`src/rtl/dmem_ctrl_pkg.sv`:
```
// Shared types and helpers for the two-port data-memory controller.
package dmem_ctrl_pkg;

    localparam int         NUM_PORTS  = 2;
    localparam logic [3:0] BMASK_FULL = 4'hF;

    typedef enum logic [1:0] {
        IDLE = 2'd0,
        RD   = 2'd1,
        WR   = 2'd2,
        RSP  = 2'd3
    } dmem_state_e;

    // Lane i comes from new_w where mask[i] is set, otherwise from old_w.
    function automatic logic [31:0] merge_bytes(input logic [31:0] old_w,
                                                input logic [31:0] new_w,
                                                input logic [3:0]  mask);
        logic [31:0] res;
        for (int i = 0; i < 4; i++) begin
            res[8*i +: 8] = mask[i] ? new_w[8*i +: 8] : old_w[8*i +: 8];
        end
        return res;
    endfunction

endpackage

```
`src/rtl/dmem_ctrl_if.sv`:
```
// Requester-side bus of dmem_ctrl: both ports packed side by side, port 1 in the upper half.
interface dmem_ctrl_if #(
    parameter int ADDR_W = 16
);
    import dmem_ctrl_pkg::*;

    logic [NUM_PORTS-1:0]              i_req_valid;
    logic [NUM_PORTS-1:0]              o_req_ready;
    logic [NUM_PORTS-1:0]              i_req_we;
    logic [NUM_PORTS*(ADDR_W+2)-1:0]   i_req_addr;
    logic [NUM_PORTS*4-1:0]            i_req_bmask;
    logic [NUM_PORTS*32-1:0]           i_req_wdata;
    logic [NUM_PORTS-1:0]              o_rsp_valid;
    logic [31:0]                       o_rsp_rdata;

    modport master (
        output i_req_valid, i_req_we, i_req_addr, i_req_bmask, i_req_wdata,
        input  o_req_ready, o_rsp_valid, o_rsp_rdata
    );

    modport slave (
        input  i_req_valid, i_req_we, i_req_addr, i_req_bmask, i_req_wdata,
        output o_req_ready, o_rsp_valid, o_rsp_rdata
    );

endinterface

```
`src/rtl/dmem_ctrl_rr_arb2.sv`:
```
// Two-way round-robin arbiter; the remembered winner only moves when a grant is taken.
module rr_arb2 (
    input  logic       i_clk,
    input  logic       i_rst_n,
    input  logic [1:0] valid,
    input  logic       accept,
    output logic [1:0] grant
);

    logic last_grant;

    always_comb begin
        grant = 2'b00;
        case (valid)
            2'b01:   grant = 2'b01;
            2'b10:   grant = 2'b10;
            2'b11:   grant = last_grant ? 2'b01 : 2'b10;
            default: grant = 2'b00;
        endcase
    end

    // Reset to 1 so port 0 wins the first tie.
    always_ff @(posedge i_clk or negedge i_rst_n) begin
        if (!i_rst_n) begin
            last_grant <= 1'b1;
        end else if (accept) begin
            last_grant <= grant[1];
        end
    end

endmodule

```
`src/rtl/dmem_ctrl.sv`:
```
// Serialises two requesters onto a word-only memory, turning partial stores into atomic read-modify-write.
module dmem_ctrl
    import dmem_ctrl_pkg::*;
#(
    parameter int ADDR_W = 16
) (
    input  logic              i_clk,
    input  logic              i_rst_n,
    dmem_ctrl_if.slave        bus,
    output logic [ADDR_W-1:0] o_mem_addr,
    output logic              o_mem_wren,
    output logic [31:0]       o_mem_wdata,
    input  logic [31:0]       i_mem_rdata
);

    localparam int AW = ADDR_W + 2;

    dmem_state_e       state;
    logic              id_q;
    logic              we_q;
    logic [3:0]        bmask_q;
    logic [31:0]       wdata_q;
    logic [31:0]       data_q;
    logic [1:0]        rsp_q;

    logic [1:0]        grant;
    logic              accept;
    logic              sel;
    logic              sel_we;
    logic [ADDR_W-1:0] sel_idx;
    logic [3:0]        sel_bmask;
    logic [31:0]       sel_wdata;
    logic [1:0]        id_onehot;

    rr_arb2 u_arb (
        .i_clk   (i_clk),
        .i_rst_n (i_rst_n),
        .valid   (bus.i_req_valid),
        .accept  (accept),
        .grant   (grant)
    );

    assign bus.o_req_ready = (state == IDLE && i_rst_n) ? grant : 2'b00;
    assign accept          = |(bus.i_req_valid & bus.o_req_ready);
    assign bus.o_rsp_valid = rsp_q;
    assign bus.o_rsp_rdata = data_q;

    assign sel       = grant[1];
    assign sel_we    = bus.i_req_we[sel];
    assign sel_idx   = sel ? bus.i_req_addr[AW+2 +: ADDR_W] : bus.i_req_addr[2 +: ADDR_W];
    assign sel_bmask = sel ? bus.i_req_bmask[7:4] : bus.i_req_bmask[3:0];
    assign sel_wdata = sel ? bus.i_req_wdata[63:32] : bus.i_req_wdata[31:0];
    assign id_onehot = id_q ? 2'b10 : 2'b01;

    // Memory-side outputs are registered on entry to each state, so they hold for the whole state.
    always_ff @(posedge i_clk or negedge i_rst_n) begin
        if (!i_rst_n) begin
            state       <= IDLE;
            id_q        <= 1'b0;
            we_q        <= 1'b0;
            bmask_q     <= 4'h0;
            wdata_q     <= 32'h0;
            data_q      <= 32'h0;
            rsp_q       <= 2'b00;
            o_mem_addr  <= '0;
            o_mem_wren  <= 1'b0;
            o_mem_wdata <= 32'h0;
        end else begin
            rsp_q       <= 2'b00;
            o_mem_wren  <= 1'b0;
            o_mem_wdata <= 32'h0;
            case (state)
                IDLE: begin
                    if (accept) begin
                        id_q    <= sel;
                        we_q    <= sel_we;
                        bmask_q <= sel_bmask;
                        wdata_q <= sel_wdata;
                        if (!sel_we) begin
                            state      <= RD;
                            o_mem_addr <= sel_idx;
                        end else if (sel_bmask == BMASK_FULL) begin
                            state       <= WR;
                            o_mem_addr  <= sel_idx;
                            o_mem_wren  <= 1'b1;
                            o_mem_wdata <= sel_wdata;
                        end else if (sel_bmask == 4'h0) begin
                            state      <= RSP;
                            rsp_q      <= sel ? 2'b10 : 2'b01;
                            o_mem_addr <= '0;
                        end else begin
                            state      <= RD;
                            o_mem_addr <= sel_idx;
                        end
                    end
                end
                RD: begin
                    data_q <= i_mem_rdata;
                    if (!we_q) begin
                        state      <= RSP;
                        rsp_q      <= id_onehot;
                        o_mem_addr <= '0;
                    end else begin
                        state       <= WR;
                        o_mem_wren  <= 1'b1;
                        o_mem_wdata <= merge_bytes(i_mem_rdata, wdata_q, bmask_q);
                    end
                end
                WR: begin
                    data_q     <= o_mem_wdata;
                    state      <= RSP;
                    rsp_q      <= id_onehot;
                    o_mem_addr <= '0;
                end
                RSP: begin
                    state <= IDLE;
                end
                default: begin
                    state <= IDLE;
                end
            endcase
        end
    end

endmodule

```
`src/flat_wrapper.sv`:
```
// flat-port wrapper written by rule: the top's interface ports become plain ports
module dmem_ctrl_flat import dmem_ctrl_pkg::*;
#(
    parameter int ADDR_W = 16
)
  (i_clk, i_rst_n, o_mem_addr, o_mem_wren, o_mem_wdata, i_mem_rdata, bus_i_req_valid, bus_i_req_we, bus_i_req_addr, bus_i_req_bmask, bus_i_req_wdata, bus_o_req_ready, bus_o_rsp_valid, bus_o_rsp_rdata);
  dmem_ctrl_if #(.ADDR_W(ADDR_W)) bus_i ();
  input  logic i_clk;
  input  logic i_rst_n;
  output logic [ADDR_W-1:0] o_mem_addr;
  output logic o_mem_wren;
  output logic [31:0] o_mem_wdata;
  input  logic [31:0] i_mem_rdata;
  input wire logic [$bits(bus_i.i_req_valid)-1:0] bus_i_req_valid;
  input wire logic [$bits(bus_i.i_req_we)-1:0] bus_i_req_we;
  input wire logic [$bits(bus_i.i_req_addr)-1:0] bus_i_req_addr;
  input wire logic [$bits(bus_i.i_req_bmask)-1:0] bus_i_req_bmask;
  input wire logic [$bits(bus_i.i_req_wdata)-1:0] bus_i_req_wdata;
  output wire logic [$bits(bus_i.o_req_ready)-1:0] bus_o_req_ready;
  output wire logic [$bits(bus_i.o_rsp_valid)-1:0] bus_o_rsp_valid;
  output wire logic [$bits(bus_i.o_rsp_rdata)-1:0] bus_o_rsp_rdata;
  assign bus_i.i_req_valid = bus_i_req_valid;
  assign bus_i.i_req_we = bus_i_req_we;
  assign bus_i.i_req_addr = bus_i_req_addr;
  assign bus_i.i_req_bmask = bus_i_req_bmask;
  assign bus_i.i_req_wdata = bus_i_req_wdata;
  assign bus_o_req_ready = bus_i.o_req_ready;
  assign bus_o_rsp_valid = bus_i.o_rsp_valid;
  assign bus_o_rsp_rdata = bus_i.o_rsp_rdata;
  dmem_ctrl #(.ADDR_W(ADDR_W)) u_core (.i_clk(i_clk), .i_rst_n(i_rst_n), .bus(bus_i), .o_mem_addr(o_mem_addr), .o_mem_wren(o_mem_wren), .o_mem_wdata(o_mem_wdata), .i_mem_rdata(i_mem_rdata));
endmodule
```
`config.mk`:
```
export PLATFORM = sky130hd
export DESIGN_NAME = dmem_ctrl_flat
export DESIGN_NICKNAME = d
export VERILOG_FILES = /design/src/rtl/dmem_ctrl_pkg.sv /design/src/rtl/dmem_ctrl_if.sv /design/src/rtl/dmem_ctrl_rr_arb2.sv /design/src/rtl/dmem_ctrl.sv /design/src/flat_wrapper.sv
export SDC_FILE = /design/constraint.sdc
export NUM_CORES = 1
export LEC_CHECK = 0
export CORE_ASPECT_RATIO = 1.1
export CORE_UTILIZATION = 30
export DETAILED_ROUTE_END_ITERATION = 16
export DONT_BUFFER_PORTS = 1
export SETUP_SLACK_MARGIN = 0.3
export SYNTH_ARGS = -nofsm -noshare
export SYNTH_HDL_FRONTEND = slang
export SYNTH_SLANG_ARGS = --single-unit
export TNS_END_PERCENT = 30
```
`constraint.sdc`:
```
create_clock -name i_clk -period 2.3 [get_ports i_clk]
set_input_delay 0.46 -clock i_clk [delete_from_list [all_inputs] [get_ports i_clk]]
set_output_delay 0.46 -clock i_clk [all_outputs]
set_load 0.02 [all_outputs]
```
Word-level counts from Yosys, hierarchy flattened
Index checks and enable logic that the tools add are counted.
{"block": "word_totals", "regBits": 124, "input_bits": 146, "output_inout_bits": 85, "wordCells": 73}
{"block": "op_classes", "magnitude_cmp": 1, "eq_ne": 9, "muxes": 43, "n_bitwise": 1, "n_reduce_logical": 8}
{"cell": "32-bit two-way mux", "count": 5}
{"cell": "32-bit case mux with 2 select lines", "count": 2}
{"cell": "16-bit two-way mux", "count": 6}
{"cell": "16-bit case mux with 3 select lines", "count": 1}
{"cell": "8-bit two-way mux", "count": 4}
{"cell": "2-bit two-way mux", "count": 13}
{"cell": "2-bit case mux with 3 select lines", "count": 2}
{"cell": "2-bit equality test (second input constant)", "count": 4}
{"cell": "2-bit case mux with 4 select lines", "count": 1}
{"cell": "1-bit two-way mux", "count": 7}
{"cell": "2-bit by 1-bit equality test with 1-bit output (second input constant)", "count": 2}
{"cell": "4-bit equality test (second input constant)", "count": 1}
{"cell": "4-bit zero test", "count": 1}
{"cell": "4-bit two-way mux", "count": 1}
{"cell": "3-bit AND reduction", "count": 1}
{"cell": "3-bit nonzero test", "count": 1}
{"cell": "2-bit AND", "count": 1}
{"cell": "2-bit zero test", "count": 1}
{"cell": "1-bit by 2-bit < comparator with 1-bit output (second input constant)", "count": 1}
{"cell": "2-bit by 1-bit inequality test with 1-bit output (second input constant)", "count": 1}
{"cell": "2-bit inequality test (second input constant)", "count": 1}
{"cell": "1-bit case mux with 2 select lines", "count": 1}
{"cell": "2-bit AND reduction", "count": 1}
{"cell": "2-bit nonzero test", "count": 1}
{"cell": "other kinds (2)", "count": 2}

Logic depth before layout (Yosys ltp)
{"block": "logic_depth", "ltp_word": 9, "depth_mapped": 8, "depth_no_buf": 6}

By module
From an unflattened synthesis, not the netlist that was laid out.
{"block": "hier_totals", "cells_unflattened": 539, "area_unflattened_um2": 5963.2}
{"module": "dmem_ctrl", "instances": 1, "cells_per_inst": 534, "area_per_inst_um2": 5899.4, "seq_area_each_um2": 3078.0}
{"module": "rr_arb2", "instances": 1, "cells_per_inst": 5, "area_per_inst_um2": 63.8, "seq_area_each_um2": 26.3}

Least setup slack after synthesis
No wires, ideal clock.
{"block": "synth_path", "kind": "reg-to-output", "startpoint": "register u_core.state[1]", "endpoint": "output bus_o_req_ready[1]", "arrival_time_ns": 1.390, "t_required_ns": 1.840, "path_slack_ns": 0.450, "stages_incl_launch_ff": 6, "path_cell_list": "dfrtp_1 > inv_1 > ha_1 > o211ai_2 > clkbuf_1 > nor2_1"}
{"block": "synth_between", "elab_chain_len": 3}
{"item": "start, declared", "line": "dmem_ctrl.sv:18", "text": "dmem_state_e state;"}
{"item": "start signal, assigned", "line": "dmem_ctrl.sv:58", "text": "state <= IDLE;"}
{"item": "start signal, assigned", "line": "dmem_ctrl.sv:80", "text": "state <= RD;"}
{"item": "start signal, assigned", "line": "dmem_ctrl.sv:83", "text": "state <= WR;"}
{"item": "2-bit zero test", "line": "dmem_ctrl.sv:43", "text": "assign bus.o_req_ready = (state == IDLE && i_rst_n) ? grant : 2'b00;"}
{"item": "1-bit logical AND", "line": "dmem_ctrl.sv:43"}
{"item": "2-bit two-way mux", "line": "dmem_ctrl.sv:43"}
{"item": "end, declared", "line": "flat_wrapper.sv:19", "text": "output wire logic [$bits(bus_i.o_req_ready)-1:0] bus_o_req_ready;"}
No other way between the ends.

Worst setup path in the final report
{"block": "layout_path", "startpoint": "register u_core.state[0]", "endpoint": "output bus_o_req_ready[1]"}
Same word-level chain as after synthesis.

==> metrics.csv <==
metric;value;unit
outcome;finished, violations left;
violations;hold timing;
grt_first_pass_wirelength;23700;microns
numClockSinks;124;
dieWidth;135;microns
grt_pass1_vias;4349;
detail_route.iter0.violations;132;
final_tns_setup;0;ns
timing_worst_slew_pin_value;0.615;ns
chipHeight;149;microns
crit_fanout;6;
timing.critical_path.to_type;output port;
initial_core_utilization;0.307;
timing.fmax;520;MHz
finalHoldViolations;124;
grt_start_max_net_pins;127;
fp.dieArea;20200;sq um
synth.net_count;684;
port_buffers;0;
clock_latency_at_the_later_pin_of_the_worst_skew_pair;0.41;ns
met3_routed_wl;1020;microns
drt-met1-wl;6450;microns
finalClockSkew;0.00636;ns
avgSynthCellArea;11.0;sq um
diodes;0;
cts_max_level;4;
slew_violations;0;
grt.overflow.total;0;
postCtsSetupBuffers;0;
synth_largest_area_cell;dfrtp_1;
yosys_register_bits;124;
timing.hold.worst.class;in -> async;
synth.most_common_cell;dfrtp_1;
synth.top_cell.area_share;0.524;
cts_tree;done;
ys.flop_type;dfrtp_1;
dp.final_hpwl;10900;microns
clk_pin_slew;0.06;ns
relSlewSlack;0.590;
post_route_cells_drive_above_1_share;0.169;
synth.top_cells.by_area;dfrtp_1 52%, mux2i_1 16%, o22ai_2 6.2%, nand2_1 3.7%, o21ai_0 3.7%;
postLayoutCellArea;6770;sq um
hold-worst-slack;-0.255;ns
met2_length;7780;microns
route.final.wire_length;15600;microns
synthArstFlopShare;1.00;
synth_commonest_cells;123 x dfrtp_1, 95 x mux2i_1, 58 x nand2_1;
detail_route.first_pass.iterations;4;
drc_violation_count_after_routing;0;
wire_per_inst;19.9;microns
dpl-instance-area;6140;sq um
cells_after_synth;533;
period_minus_slack;1.92;ns
route.antenna.remaining_nets;0;
synth-edff-count;0;
root_buffer;clkbuf_16;
synth_warnings;0;
seq_area_frac_synth;0.528;
area_growth;15.3;%
cp_data_required_time;1.84;ns
setup_viol_count_final;0;
rsz_0062_raised_after_global_routing;true;
critPathArrivalTime;1.46;ns
yosys.cell_types.count;38;
filler_cell_count;1909;
number_of_vias_in_the_routed_layout;4091;
design.final.nets;677;
routed_via_density;5.20;
pin_count;231;
timing.final.crit_share;0.836;
critical_path.startpoint_type;flip-flop;
worst-setup-path-type;reg -> out;
post_synth_instance_area;5880;sq um
power_leakage;0.00294;uW
placement_rows;53;
ir_drop;522;uV
core;19200;sq um
register_area;3100;sq um
multi_input_area;2620;sq um
grt_antenna_before_repair;0;
cts_made_buffers;17;
pwr_density_cell;1520;nW/um^2
gp_congestion;0.867;
top_layer_used;met4;
grt_util_all_layers;0.158;
clock_path_buffers;2;
max_cap_viol_count;0;
[placed cells by master (no fill, tap or decap), drive strengths merged, types with 3 or more instances in the layout]
master and count:
nor2 38, bufinv 3, a21o 4, dfrtp 123, inv 5, nand2 59
clkinv 5, o21ai 54, clkbuf 21, buf 15, o22ai 54, mux2i 95
ha 5, clkinvlp 3, a21oi 33
[logic make-up (layout without fill, tap and decap cells)]
logic type / after synthesis / in the layout / synth area share
muxes: 95 / 95 / 0.162
DFF: 124 / 124 / 0.528
buffers and inverters: 46 / 52 / 0.0370
adders and majority gates: 5 / 5 / 0.0106
AOI/OAI and AO/OA: 154 / 154 / 0.184
and+or+nand+nor: 109 / 109 / 0.0786
[final timing paths]
| check | start | to | slack (ns) | cells after the start |
|---|---|---|---|---|
| worst max register to register | u_core.u_arb.last_grant | u_core.o_mem_wdata[0] | 0.48 | 5 |
| worst min-delay path | i_rst_n | u_core.o_mem_wdata[4] | -0.25 | 0 |
| worst min register to register | u_core.wdata_q[26] | u_core.wdata_q[26] | 0.48 | 2 |
| worst max-delay path | u_core.state[0] | bus_o_req_ready[1] | 0.38 | 4 |
| min in group i_clk | bus_i_req_we[0] | u_core.bus.o_rsp_valid[0] | 0.24 | 2 |
| max in group asynchronous | i_rst_n | u_core.u_arb.last_grant | 2.34 | 0 |
[per-stage QoR]
step	utilization	power, uW	instances	setup WS [ns]
6_report	0.353	10300	786	0.378
5_1_grt	0.353	11000	786	0.280
4_1_cts	0.353	10400	786	0.302
3_5_place_dp	0.320	7580	754	0.345
3_3_place_gp	0.320	7400	754	0.425
2_1_floorplan	-	6700	533	0.450
[critical path, stage by stage (launching register included)]
cell and delay (ns):
dfrtp_1 0.43, inv_2 0.13, ha_4 0.16, o211ai_4 0.12
nor2_4 0.22
[where the power goes]
group / internal (uW) / total [uW] / switching, uW
logic: 1290 / 3140 / 1850
clock network: 1790 / 2780 / 996
registers: 3050 / 4380 / 1330
[registers in the layout (all words and copies together), names as in the netlist]
| name | flops |
|---|---|
| u_core.we_q | 1 |
| u_core.bmask_q | 4 |
| u_core.o_mem_wdata | 32 |
| u_core.state | 2 |
| u_core.bus.o_rsp_rdata | 32 |
| u_core.id_q | 1 |
| u_core.u_arb.last_grant | 1 |
| u_core.wdata_q | 32 |
| u_core.o_mem_addr | 16 |
| u_core.o_mem_wren | 1 |
| u_core.bus.o_rsp_valid | 2 |
[final cells by class]
class | instances | share of cell area
Tap cell | 247 | 0.0456
Timing Repair Buffer | 15 | 0.0166
Clock buffer | 21 | 0.0694
Sequential cell | 124 | 0.458
Inverter | 5 | 0.00277
Multi-Input combinational cell | 363 | 0.386
Clock inverter | 11 | 0.0209
[metal layers]
layer,track usage,vias to the layer above
li1,-,1906
met1,0.184,1993
met2,0.267,171
met3,0.0533,21
met4,0.0612,0
met5,0,-
[timing repair]
item                       4_1_cts  5_1_grt
gates resized for setup          6        1
setup endpoints to repair        2        5
hold endpoints to repair       124      124
pin swaps                        1        1
Note: power is estimated with default switching activity, not from simulation.
